==> src/rtl/set_bit_iterator_if.sv <==
// Handshake bundle for set_bit_iterator: word input channel and index output channel.
// Both channels use valid/ready; a transfer happens on a rising clk edge where both are high.
interface set_bit_iterator_if #(
    parameter int DATA_WIDTH = 32,
    parameter int IDX_W      = $clog2(DATA_WIDTH) + 1
);
    logic                  in_valid;
    logic                  in_ready;
    logic [DATA_WIDTH-1:0] in_data;
    logic                  out_valid;
    logic                  out_ready;
    logic [IDX_W-1:0]      out_index;
    logic                  out_last;
    logic                  out_empty;
    logic                  busy;

    modport master (
        output in_valid, in_data, out_ready,
        input  in_ready, out_valid, out_index, out_last, out_empty, busy
    );

    modport slave (
        input  in_valid, in_data, out_ready,
        output in_ready, out_valid, out_index, out_last, out_empty, busy
    );
endinterface

==> src/rtl/set_bit_iterator.sv <==
// Walks the set bits of one accepted word, emitting one index per beat, LSB first.
// A zero word yields a single beat with index DATA_WIDTH and out_empty set.
module set_bit_iterator #(
    parameter int DATA_WIDTH = 32,
    parameter int IDX_W      = $clog2(DATA_WIDTH) + 1
) (
    input  logic              clk,
    input  logic              rst_n,
    set_bit_iterator_if.slave bus,
    output logic              dbg_state
);
    typedef enum logic {
        ST_IDLE = 1'b0,
        ST_EMIT = 1'b1
    } state_t;

    localparam logic [DATA_WIDTH-1:0] ONE = DATA_WIDTH'(1);

    state_t                state_q, state_d;
    logic [DATA_WIDTH-1:0] resid_q, resid_d;
    logic                  zero_word_q, zero_word_d;
    logic [DATA_WIDTH-1:0] resid_clr;
    logic [IDX_W-1:0]      tz_count;
    logic                  last_bit;

    // Lowest set bit wins; an empty residue reports DATA_WIDTH.
    always_comb begin
        tz_count = IDX_W'(DATA_WIDTH);
        for (int i = DATA_WIDTH - 1; i >= 0; i--) begin
            if (resid_q[i]) begin
                tz_count = IDX_W'(i);
            end
        end
    end

    always_comb begin
        resid_clr = resid_q & (resid_q - ONE);
        last_bit  = (resid_clr == '0);
    end

    always_ff @(posedge clk) begin
        if (!rst_n) begin
            state_q     <= ST_IDLE;
            resid_q     <= '0;
            zero_word_q <= 1'b0;
        end else begin
            state_q     <= state_d;
            resid_q     <= resid_d;
            zero_word_q <= zero_word_d;
        end
    end

    always_comb begin
        state_d = state_q;
        case (state_q)
            ST_IDLE: if (bus.in_valid) state_d = ST_EMIT;
            ST_EMIT: if (bus.out_ready && last_bit) state_d = ST_IDLE;
            default: state_d = ST_IDLE;
        endcase
    end

    always_comb begin
        resid_d     = resid_q;
        zero_word_d = zero_word_q;
        if (state_q == ST_IDLE && bus.in_valid) begin
            resid_d     = bus.in_data;
            zero_word_d = (bus.in_data == '0);
        end else if (state_q == ST_EMIT && bus.out_ready) begin
            resid_d = resid_clr;
            if (last_bit) begin
                zero_word_d = 1'b0;
            end
        end
    end

    // Outputs come from registers only, so no input-to-output combinational path exists.
    always_comb begin
        bus.in_ready  = (state_q == ST_IDLE);
        bus.out_valid = (state_q == ST_EMIT);
        bus.busy      = (state_q == ST_EMIT);
        bus.out_index = tz_count;
        bus.out_last  = last_bit;
        bus.out_empty = zero_word_q;
        dbg_state     = (state_q == ST_EMIT);
    end
endmodule

==> src/flat_wrapper.sv <==
// flat-port wrapper written by rule: the top's interface ports become plain ports
module set_bit_iterator_flat 
#(
    parameter int DATA_WIDTH = 32,
    parameter int IDX_W      = $clog2(DATA_WIDTH) + 1
)
  (clk, rst_n, dbg_state, bus_in_valid, bus_in_data, bus_out_ready, bus_in_ready, bus_out_valid, bus_out_index, bus_out_last, bus_out_empty, bus_busy);
  set_bit_iterator_if #(.DATA_WIDTH(DATA_WIDTH), .IDX_W(IDX_W)) bus_i ();
  input  logic clk;
  input  logic rst_n;
  output logic dbg_state;
  input wire logic [$bits(bus_i.in_valid)-1:0] bus_in_valid;
  input wire logic [$bits(bus_i.in_data)-1:0] bus_in_data;
  input wire logic [$bits(bus_i.out_ready)-1:0] bus_out_ready;
  output wire logic [$bits(bus_i.in_ready)-1:0] bus_in_ready;
  output wire logic [$bits(bus_i.out_valid)-1:0] bus_out_valid;
  output wire logic [$bits(bus_i.out_index)-1:0] bus_out_index;
  output wire logic [$bits(bus_i.out_last)-1:0] bus_out_last;
  output wire logic [$bits(bus_i.out_empty)-1:0] bus_out_empty;
  output wire logic [$bits(bus_i.busy)-1:0] bus_busy;
  assign bus_i.in_valid = bus_in_valid;
  assign bus_i.in_data = bus_in_data;
  assign bus_i.out_ready = bus_out_ready;
  assign bus_in_ready = bus_i.in_ready;
  assign bus_out_valid = bus_i.out_valid;
  assign bus_out_index = bus_i.out_index;
  assign bus_out_last = bus_i.out_last;
  assign bus_out_empty = bus_i.out_empty;
  assign bus_busy = bus_i.busy;
  set_bit_iterator #(.DATA_WIDTH(DATA_WIDTH), .IDX_W(IDX_W)) u_core (.clk(clk), .rst_n(rst_n), .bus(bus_i), .dbg_state(dbg_state));
endmodule
==> config.mk <==
export PLATFORM = sky130hd
export DESIGN_NAME = set_bit_iterator_flat
export DESIGN_NICKNAME = d
export VERILOG_FILES = /design/src/rtl/set_bit_iterator_if.sv /design/src/rtl/set_bit_iterator.sv /design/src/flat_wrapper.sv
export SDC_FILE = /design/constraint.sdc
export NUM_CORES = 1
export LEC_CHECK = 0
export CORE_UTILIZATION = 35
export CTS_BUF_LIST = sky130_fd_sc_hd__clkbuf_2
export DETAILED_ROUTE_END_ITERATION = 8
export GPL_ROUTABILITY_DRIVEN = 0
export SYNTH_ARGS = -nofsm -noshare
export SYNTH_HDL_FRONTEND = slang
export SYNTH_SLANG_ARGS = --single-unit
==> constraint.sdc <==
create_clock -name clk -period 2.6 [get_ports clk]
set_input_delay 0.52 -clock clk [delete_from_list [all_inputs] [get_ports clk]]
set_output_delay 0.52 -clock clk [all_outputs]
set_load 0.02 [all_outputs]
### Yosys cells after proc, flatten, opt, wreduce, memory -nomap -nowiden

Cells that the tools add are included.

| storage, ports and cells | value |
|---|---|
| memories kept | 0 |
| ROM bits | 0 |
| RAM bits | 0 |
| bits in latches | 0 |
| register bits | 34 |
| output and inout bits | 12 |
| input port bits | 36 |
| word-level logic and storage cells | 54 |

| operators by class | value |
|---|---|
| multipliers | 0 |
| multiplexer cells | 40 |
| shift-type cells | 0 |
| add/sub/neg operators | 1 |
| $lt $le $gt $ge | 0 |
| divide/modulo/power cells | 0 |
| eq/ne operators | 0 |
| reduce and logical (&&, ||, !) cells | 8 |
| bitwise logic cells | 2 |

Operators with widths:

| kind | number |
|---|---|
| $mux 6 | 32 |
| $logic_not 32->1 | 2 |
| $mux 32 | 2 |
| $and 32x32->32 | 1 |
| $sub 32x1->32 const B | 1 |
| $mux 1 | 5 |
| $reduce_bool 2->1 | 2 |
| $logic_and 1x1->1 | 3 |
| $pmux 1 s2 | 1 |
| $reduce_and 2->1 | 1 |
| $not 1->1 | 1 |

### Depth between registers and ports, before layout

Gate-level depths: netlist of run 1.

| logic depth | value |
|---|---|
| word-level depth | 32 |
| depth in mapped cells | 10 |
| gate-level depth less buffers | 7 |

### Worst setup path after synthesis of run 1

No wires, ideal clock.

| timing | value |
|---|---|
| kind | register to output |
| start | reg u_core.resid_q[12] |
| end | out bus_out_last |
| required time | 2080 ps |
| path buffers | 1 |
| stages on the path, launching flop included | 8 |
| arrival | 2225 ps |
| path slack | -145 ps |
| cell sequence | dfxtp_1 -> buf_6 -> or4_4 -> nor4_4 -> nand2b_2 -> a2111oi_4 -> nand4_2 -> nor2_1 |

| between the ends | value |
|---|---|
| longest elaborated chain between the ends | 3 |

RTL lines:

| item | RTL line | RTL |
|---|---|---|
| from (decl) | set_bit_iterator.sv:20 | `logic [DATA_WIDTH-1:0] resid_q, resid_d;` |
| from (signal assigned) | set_bit_iterator.sv:48 | `resid_q <= resid_d;` |
| $sub 32x1->32 | set_bit_iterator.sv:37 | `resid_clr = resid_q & (resid_q - ONE);` |
| $and 32x32->32 (*) | set_bit_iterator.sv:37 |  |
| $logic_not 32->1 (*) | set_bit_iterator.sv:38 | `last_bit = (resid_clr == '0);` |
| to (decl) | flat_wrapper.sv:18 | `output wire logic [$bits(bus_i.out_last)-1:0] bus_out_last;` |

Every way passes the cells marked *; elsewhere a longest branch is shown, timed or not.

### Worst setup path in the final report of run 1

| timing | value |
|---|---|
| start | reg u_core.resid_q[4] |
| end | out bus_out_last |

Same word-level chain as after synthesis.

==> results.cfg, run 1 <==
[status]
status = finished, violations left
violations = DRC, setup timing

[route]
vias_per_cell = 5.862
vias = 2878
ant_nets = 0
wl_per_cell_um = 16.25
routed_wl_um = 7979
drcViolationCount = 5
dr.pass1.iters = 9
drt-initial-drc-count = 283

[clock_network]
clockBufferDepth = 2
root_buffer = clkbuf_2
h-tree-depth = 2
cts_buffers = 5
cts.sinks = 34
cts_tree = done
postCtsHoldBufs = 0
path_clk_slew_ns = 0.17
clk_latency_ns = 0.39

[floorplanning]
io_pins = 48
core_um2 = 6495
die_area_um2 = 7214
rows = 29
die_h_um = 84.94
start_util_pct = 37.06
fp.dieW_um = 84.94

[synth]
netlist_area_um2 = 2407
synth_fp_nets = 366
avgSynthCellArea_um2 = 7.295
seq_area_frac_synth_pct = 28.27
ys_warn_count = 0
ys_types = 53
ys_seq_elements = 34
syn-instance-count = 330
synthFlopType = dfxtp_1
synth_edf_count = 0
ys_async_sr_fraction_pct = 0

[critical_path]
path_cells = or4_4, nor4_4, nand2b_2, a2111oi_4, nand4_2, nor2_4, buf_6
crit_fanout = 3
worst_r2r_path_depth = 8
crit_arrival_ns = 2.63
endpoint = bus_out_last
cp.required_ns = 2.08
worstSetupPathType = reg -> out
startpoint_type = flop
timing.rr.end = u_core.bus.out_empty$_SDFFE_PN0P_
r2r-start = u_core.resid_q[4]$_SDFFE_PN0P_
end_kind = output pin
r2r_slack_ns = -0.02
crit_start = u_core.resid_q[4]$_SDFFE_PN0P_
slowest_delay_ns = 0.57
cpMaxStageDelayCell = or4_4

[timing]
slew_violations = 0
fin_ws_ns = -0.5529
setup_viol = 7
finClkSkew_ns = 0.007196
fmax_mhz = 317.2
slew-limit-headroom_pct = 58.00
worstMarginPinSlew_ns = 0.6243
grt_setup_unrepaired = true
fin_crit_sh_pct = 121.3
final-hold-violation-count = 0
min_period_ns = 3.153

[cells_and_area]
antenna_cells = 0
drive_gt1_share_pct = 27.05
nNetsFinal = 449
fin_cells = 491
utilization_pct = 53.11
fillers = 666
area_growth_pct = 43.30

[grt]
grt_max_degree = 34
grt_pass1_vias = 2633
grt_overflow_total = 0
grt_pass1_wl_um = 13100
grt.total_usage_pct = 23.01
antenna_found_initial = 0

[placed_design]
portBuffers = 47
dp_slack_ns = -0.5983
hpwl_um = 5980
dpl.cell_count = 479

[power_and_ir_drop]
power_frac_seq_pct = 37.1
p_int_mw = 0.9561
power_density_nw_per_um2 = 447.7
power.net_switching_mw = 0.5882
power.leakage_nw = 1.278
pwr-share-comb_pct = 46.9
clkPwrFrac_pct = 16.0
switching_share_pct = 38.09
vdd_drop_max_v = 0.0001762

[worst_hold_path]
min_path_type = reg -> reg

[flow_run]
drv_cap = 0
## cells by family after synthesis
kind of cell             synth area share (%)
AND/OR/NAND/NOR                         32.80
AO/OA/AOI/OAI                           30.20
buffers and inverters                   7.484
flip-flops                              28.27
adder cells (fa/ha/maj)                 1.247
## per-stage QoR
step	area, um2	setup TNS, ns	hold WS, ns	total power [mW]
final	3450	-1.448	0.4884	1.544
after global routing	3450	-2.306	0.5297	1.628
after CTS	3393	-1.460	0.4876	1.512
after detailed placement	3258	-2.008	0.4579	1.232
after global placement	3258	-1.778	0.4424	1.228
after floorplan	2415	-0.03748	0.4812	0.9497
## cells in the final DEF, fill, tap and decap left out, types with 5 or more instances in the layout
cell type        netlist  routed
buf_4                  2      61
nand2_1               48      48
clkdlybuf4s50_1        0      40
nor2_1                34      31
dfxtp_1               34      28
a21boi_0              20      20
o211ai_1              13      13
nor4_1                13      12
nand3_1               12      12
o21ai_0               13      11
a21oi_1               13      10
inv_1                  9       9
nor3_1                 9       8
a21boi_1               7       7
or4_4                  3       6
dfxtp_2                0       6
clkbuf_2               0       5
buf_6                  2       5
## layout make-up
type	count	area, um2	area share (%)
Inverter	9	33.78	0.9793
Multi-Input combinational cell	256	1675	48.57
Sequential cell	34	688.2	19.95
Timing Repair Buffer	107	919.6	26.66
Clock buffer	5	25.02	0.7254
Tap cell	77	96.34	2.793
Clock inverter	3	11.26	0.3264
## critical path: cells and delay by family (launching register included)
kind | cells | cell delay, ns
flops | 1 | 0.35
buf+inv | 1 | 0.12
compound gates | 1 | 0.39
simple gates | 5 | 1.39
## state kept, by name, indices dropped and copies added, names as in the netlist
register and flops:
u_core.bus.out_empty 1, u_core.bus.busy 1, u_core.resid_q 32
## power groups by stage
stage	clock network [mW]	logic, mW	registers, mW
after floorplan	0	0.360	0.589
after global placement	0	0.648	0.581
after detailed placement	0	0.651	0.581
after CTS	0.248	0.691	0.572
after global routing	0.271	0.779	0.577
final	0.247	0.724	0.573
## cells in the mapped netlist, types with 2 or more instances
cell type | instances | area (um2)
a22oi_1 | 2 | 15.01
nand3b_1 | 2 | 15.01
or4_4 | 3 | 33.78
o22ai_1 | 2 | 12.51
o311ai_1 | 3 | 26.28
o21ai_0 | 13 | 65.06
dfxtp_1 | 34 | 680.7
buf_4 | 2 | 15.01
o31ai_1 | 3 | 22.52
a21boi_0 | 20 | 150.1
buf_6 | 2 | 22.52
o41ai_1 | 3 | 26.28
or4_1 | 4 | 30.03
o211ai_1 | 13 | 97.59
nor4b_1 | 3 | 26.28
a21boi_1 | 7 | 52.55
o21ai_1 | 2 | 10.01
a211oi_1 | 3 | 22.52
maj3_1 | 3 | 30.03
or2_2 | 3 | 18.77
or3_1 | 3 | 18.77
inv_1 | 9 | 33.78
nor2b_1 | 4 | 25.02
clkbuf_1 | 21 | 78.83
nor2_1 | 34 | 127.6
and2_1 | 2 | 12.51
o311ai_0 | 2 | 17.52
buf_2 | 6 | 30.03
a21oi_1 | 13 | 65.06
a31oi_1 | 5 | 31.28
nor4_1 | 13 | 81.33
nor3_1 | 9 | 45.04
nand2_1 | 48 | 180.2
a2bb2oi_1 | 2 | 17.52
nand3_1 | 12 | 60.06
nand4_1 | 3 | 18.77
## routing by layer
| metal | GRT usage [%] | vias up | wire length, um |
|---|---|---|---|
| li1 | - | 1377 | - |
| met1 | 33.49 | 1325 | 3753 |
| met2 | 34.37 | 153 | 3404 |
| met3 | 3.891 | 23 | 645 |
| met4 | 7.550 | 0 | 176 |
| met5 | 0 | - | 0 |
## repair_timing
action / in CTS / in global routing
gates resized for setup: 60 / 11
gates cloned: 1 / 0
pin swaps: 10 / 5
endpoints found under the setup margin: 9 / 9
setup buffers: 3 / 0
## worst min-delay path by stage
| stage | startpoint | endpoint | slack, ns | cells after the start |
|---|---|---|---|---|
| 6_report | u_core.bus.out_empty$_SDFFE_PN0P_ | u_core.bus.out_empty$_SDFFE_PN0P_ | 0.49 | 2 |
| 2_1_floorplan | u_core.resid_q[30]$_SDFFE_PN0P_ | u_core.resid_q[30]$_SDFFE_PN0P_ | 0.48 | 2 |
| 4_1_cts | u_core.bus.out_empty$_SDFFE_PN0P_ | u_core.bus.out_empty$_SDFFE_PN0P_ | 0.49 | 2 |
| 3_3_place_gp | u_core.bus.out_empty$_SDFFE_PN0P_ | u_core.bus.out_empty$_SDFFE_PN0P_ | 0.44 | 2 |
| 5_1_grt | u_core.bus.out_empty$_SDFFE_PN0P_ | u_core.bus.out_empty$_SDFFE_PN0P_ | 0.53 | 2 |
| 3_5_place_dp | u_core.bus.out_empty$_SDFFE_PN0P_ | u_core.bus.out_empty$_SDFFE_PN0P_ | 0.46 | 2 |
Note: power is estimated with default switching activity, not from simulation.
==> run 2: changes to the inputs <==
Settings changed: CORE_ASPECT_RATIO from default to 0.9.
==> results.cfg, run 2 (synthesis gave the netlist of run 1 again) <==
[grt]
grt_pass1_vias = 2586
grt_max_degree = 34
grt_use_met1_pct = 33.27
antenna_found_initial = 0
grt_util_met2_pct = 34.73
grt_overflow_total = 0
grt_pass1_wl_um = 12600
top_usage_layer = met2
grt.total_usage_pct = 23.18
use_met3_pct = 4.522

[status]
status = finished, violations left
violations = setup timing

[cells_and_area]
nNetsFinal = 457
antenna_cells = 0
fin_cells = 512
drive_gt1_share_pct = 29.86
final_common_cell = buf_4
largest_reg_flops = 32
top_register = u_core.resid_q
layout_common_cells = 64 x buf_4, 48 x nand2_1, 40 x clkdlybuf4s50_1, 29 x nor2_1, 26 x dfxtp_1
fillers = 655
utilization_pct = 53.63
area_growth_pct = 47.51
final_area_um2 = 3551

[clock_network]
cts_tree = done
h-tree-depth = 2
clockBufferDepth = 2
clk_latency_ns = 0.38
cts.sinks = 34
root_buffer = clkbuf_2
path_clk_slew_ns = 0.17
postCtsHoldBufs = 0
cts_buffers = 5

[floorplanning]
core_um2 = 6621
die_area_um2 = 7214
io_pins = 48
fp.dieW_um = 89.42
rows = 28
start_util_pct = 36.36
die_h_um = 80.68

[critical_path]
worst-path-buf-inv = 2
critPathTopFamily = simple AND/OR/NAND/NOR gates
cp.required_ns = 2.08
worst_r2r_path_depth = 10
crit_fanout = 5
slowest_delay_ns = 0.56
startpoint_type = flop
r2r_slack_ns = -0.19
crit_arrival_ns = 2.73
end_kind = output pin
worstSetupPathType = reg -> out
path_cells = or4_4, nor4_4, buf_4, a31oi_2, a2111oi_4, nand4_2, nor2_4, buf_6
cpMaxStageDelayCell = or4_4
cp_num_cells = 8

[timing]
final-hold-violation-count = 0
fin_tns_setup_ns = -1.671
fin_ws_ns = -0.6506
worstMarginPinSlew_ns = 0.5929
slew_violations = 0
finClkSkew_ns = 0.01650
worst_hold_slack_ns = 0.4799
fmax_mhz = 307.6
slew-limit-headroom_pct = 60.11
grt_setup_unrepaired = true
min_period_ns = 3.251
setup_viol = 6
fin_crit_sh_pct = 125.0

[placed_design]
dp_slack_ns = -0.5939
placed_area_um2 = 3312
dpl.cell_count = 497
portBuffers = 47
hpwl_um = 6008

[power_and_ir_drop]
vdd_drop_max_v = 0.0002106
report.power.total_mw = 1.568
power_density_nw_per_um2 = 441.4
power.leakage_nw = 1.325

[route]
routed_wl_um = 8203
wl_per_cell_um = 16.02
dr.pass1.iters = 5
vias = 2872
ant_nets = 0
drcViolationCount = 0
drt-initial-drc-count = 334
vias_per_cell = 5.609

[worst_hold_path]
min_path_type = reg -> reg
hold_depth = 2

[flow_run]
drv_cap = 0
run 2: worst paths after layout:
kind | from | to
max reg2reg | u_core.resid_q[4]$_SDFFE_PN0P_ | u_core.bus.out_empty$_SDFFE_PN0P_
max | u_core.resid_q[4]$_SDFFE_PN0P_ | bus_out_last
min | u_core.bus.out_empty$_SDFFE_PN0P_ | u_core.bus.out_empty$_SDFFE_PN0P_
min reg2reg | u_core.bus.out_empty$_SDFFE_PN0P_ | u_core.bus.out_empty$_SDFFE_PN0P_
run 2: power by group:
part	internal [mW]	total, mW	switching [mW]
Clock	0.0573	0.231	0.173
Combinational	0.370	0.763	0.393
Sequential	0.553	0.574	0.0204
Total	0.981	1.57	0.587
run 2: cell type report:
type / count / area, um2 / area share [%]
Multi-Input combinational cell: 256 / 1685 / 47.46
Tap cell: 90 / 112.6 / 3.171
Sequential cell: 34 / 690.7 / 19.45
Inverter: 9 / 33.78 / 0.9514
Clock inverter: 3 / 11.26 / 0.3171
Clock buffer: 5 / 25.02 / 0.7047
Timing Repair Buffer: 115 / 992.2 / 27.94
run 2: timing repair:
action	in CTS	in global routing
pin swaps	9	18
resized for setup	60	24
gates cloned	1	0
endpoints found under the setup margin	9	10
setup buffers	3	3
run 2: worst reg2reg max path, stage by stage, from the launching register on:
cell       delay (ns)
dfxtp_2          0.35
or4_4            0.56
nor4_4           0.36
buf_4            0.20
a31oi_2          0.10
a2111oi_4        0.30
nand4_2          0.18
buf_4            0.17
buf_6            0.11
o31ai_4          0.27
o21ai_1          0.09
run 2: per-layer routing:
metal	vias to the layer above	share of wire [%]	wire, um
li1	1399	-	-
met1	1314	50	4091
met2	132	41	3386
met3	27	6.4	529
met4	0	2.4	195
met5	-	0	0
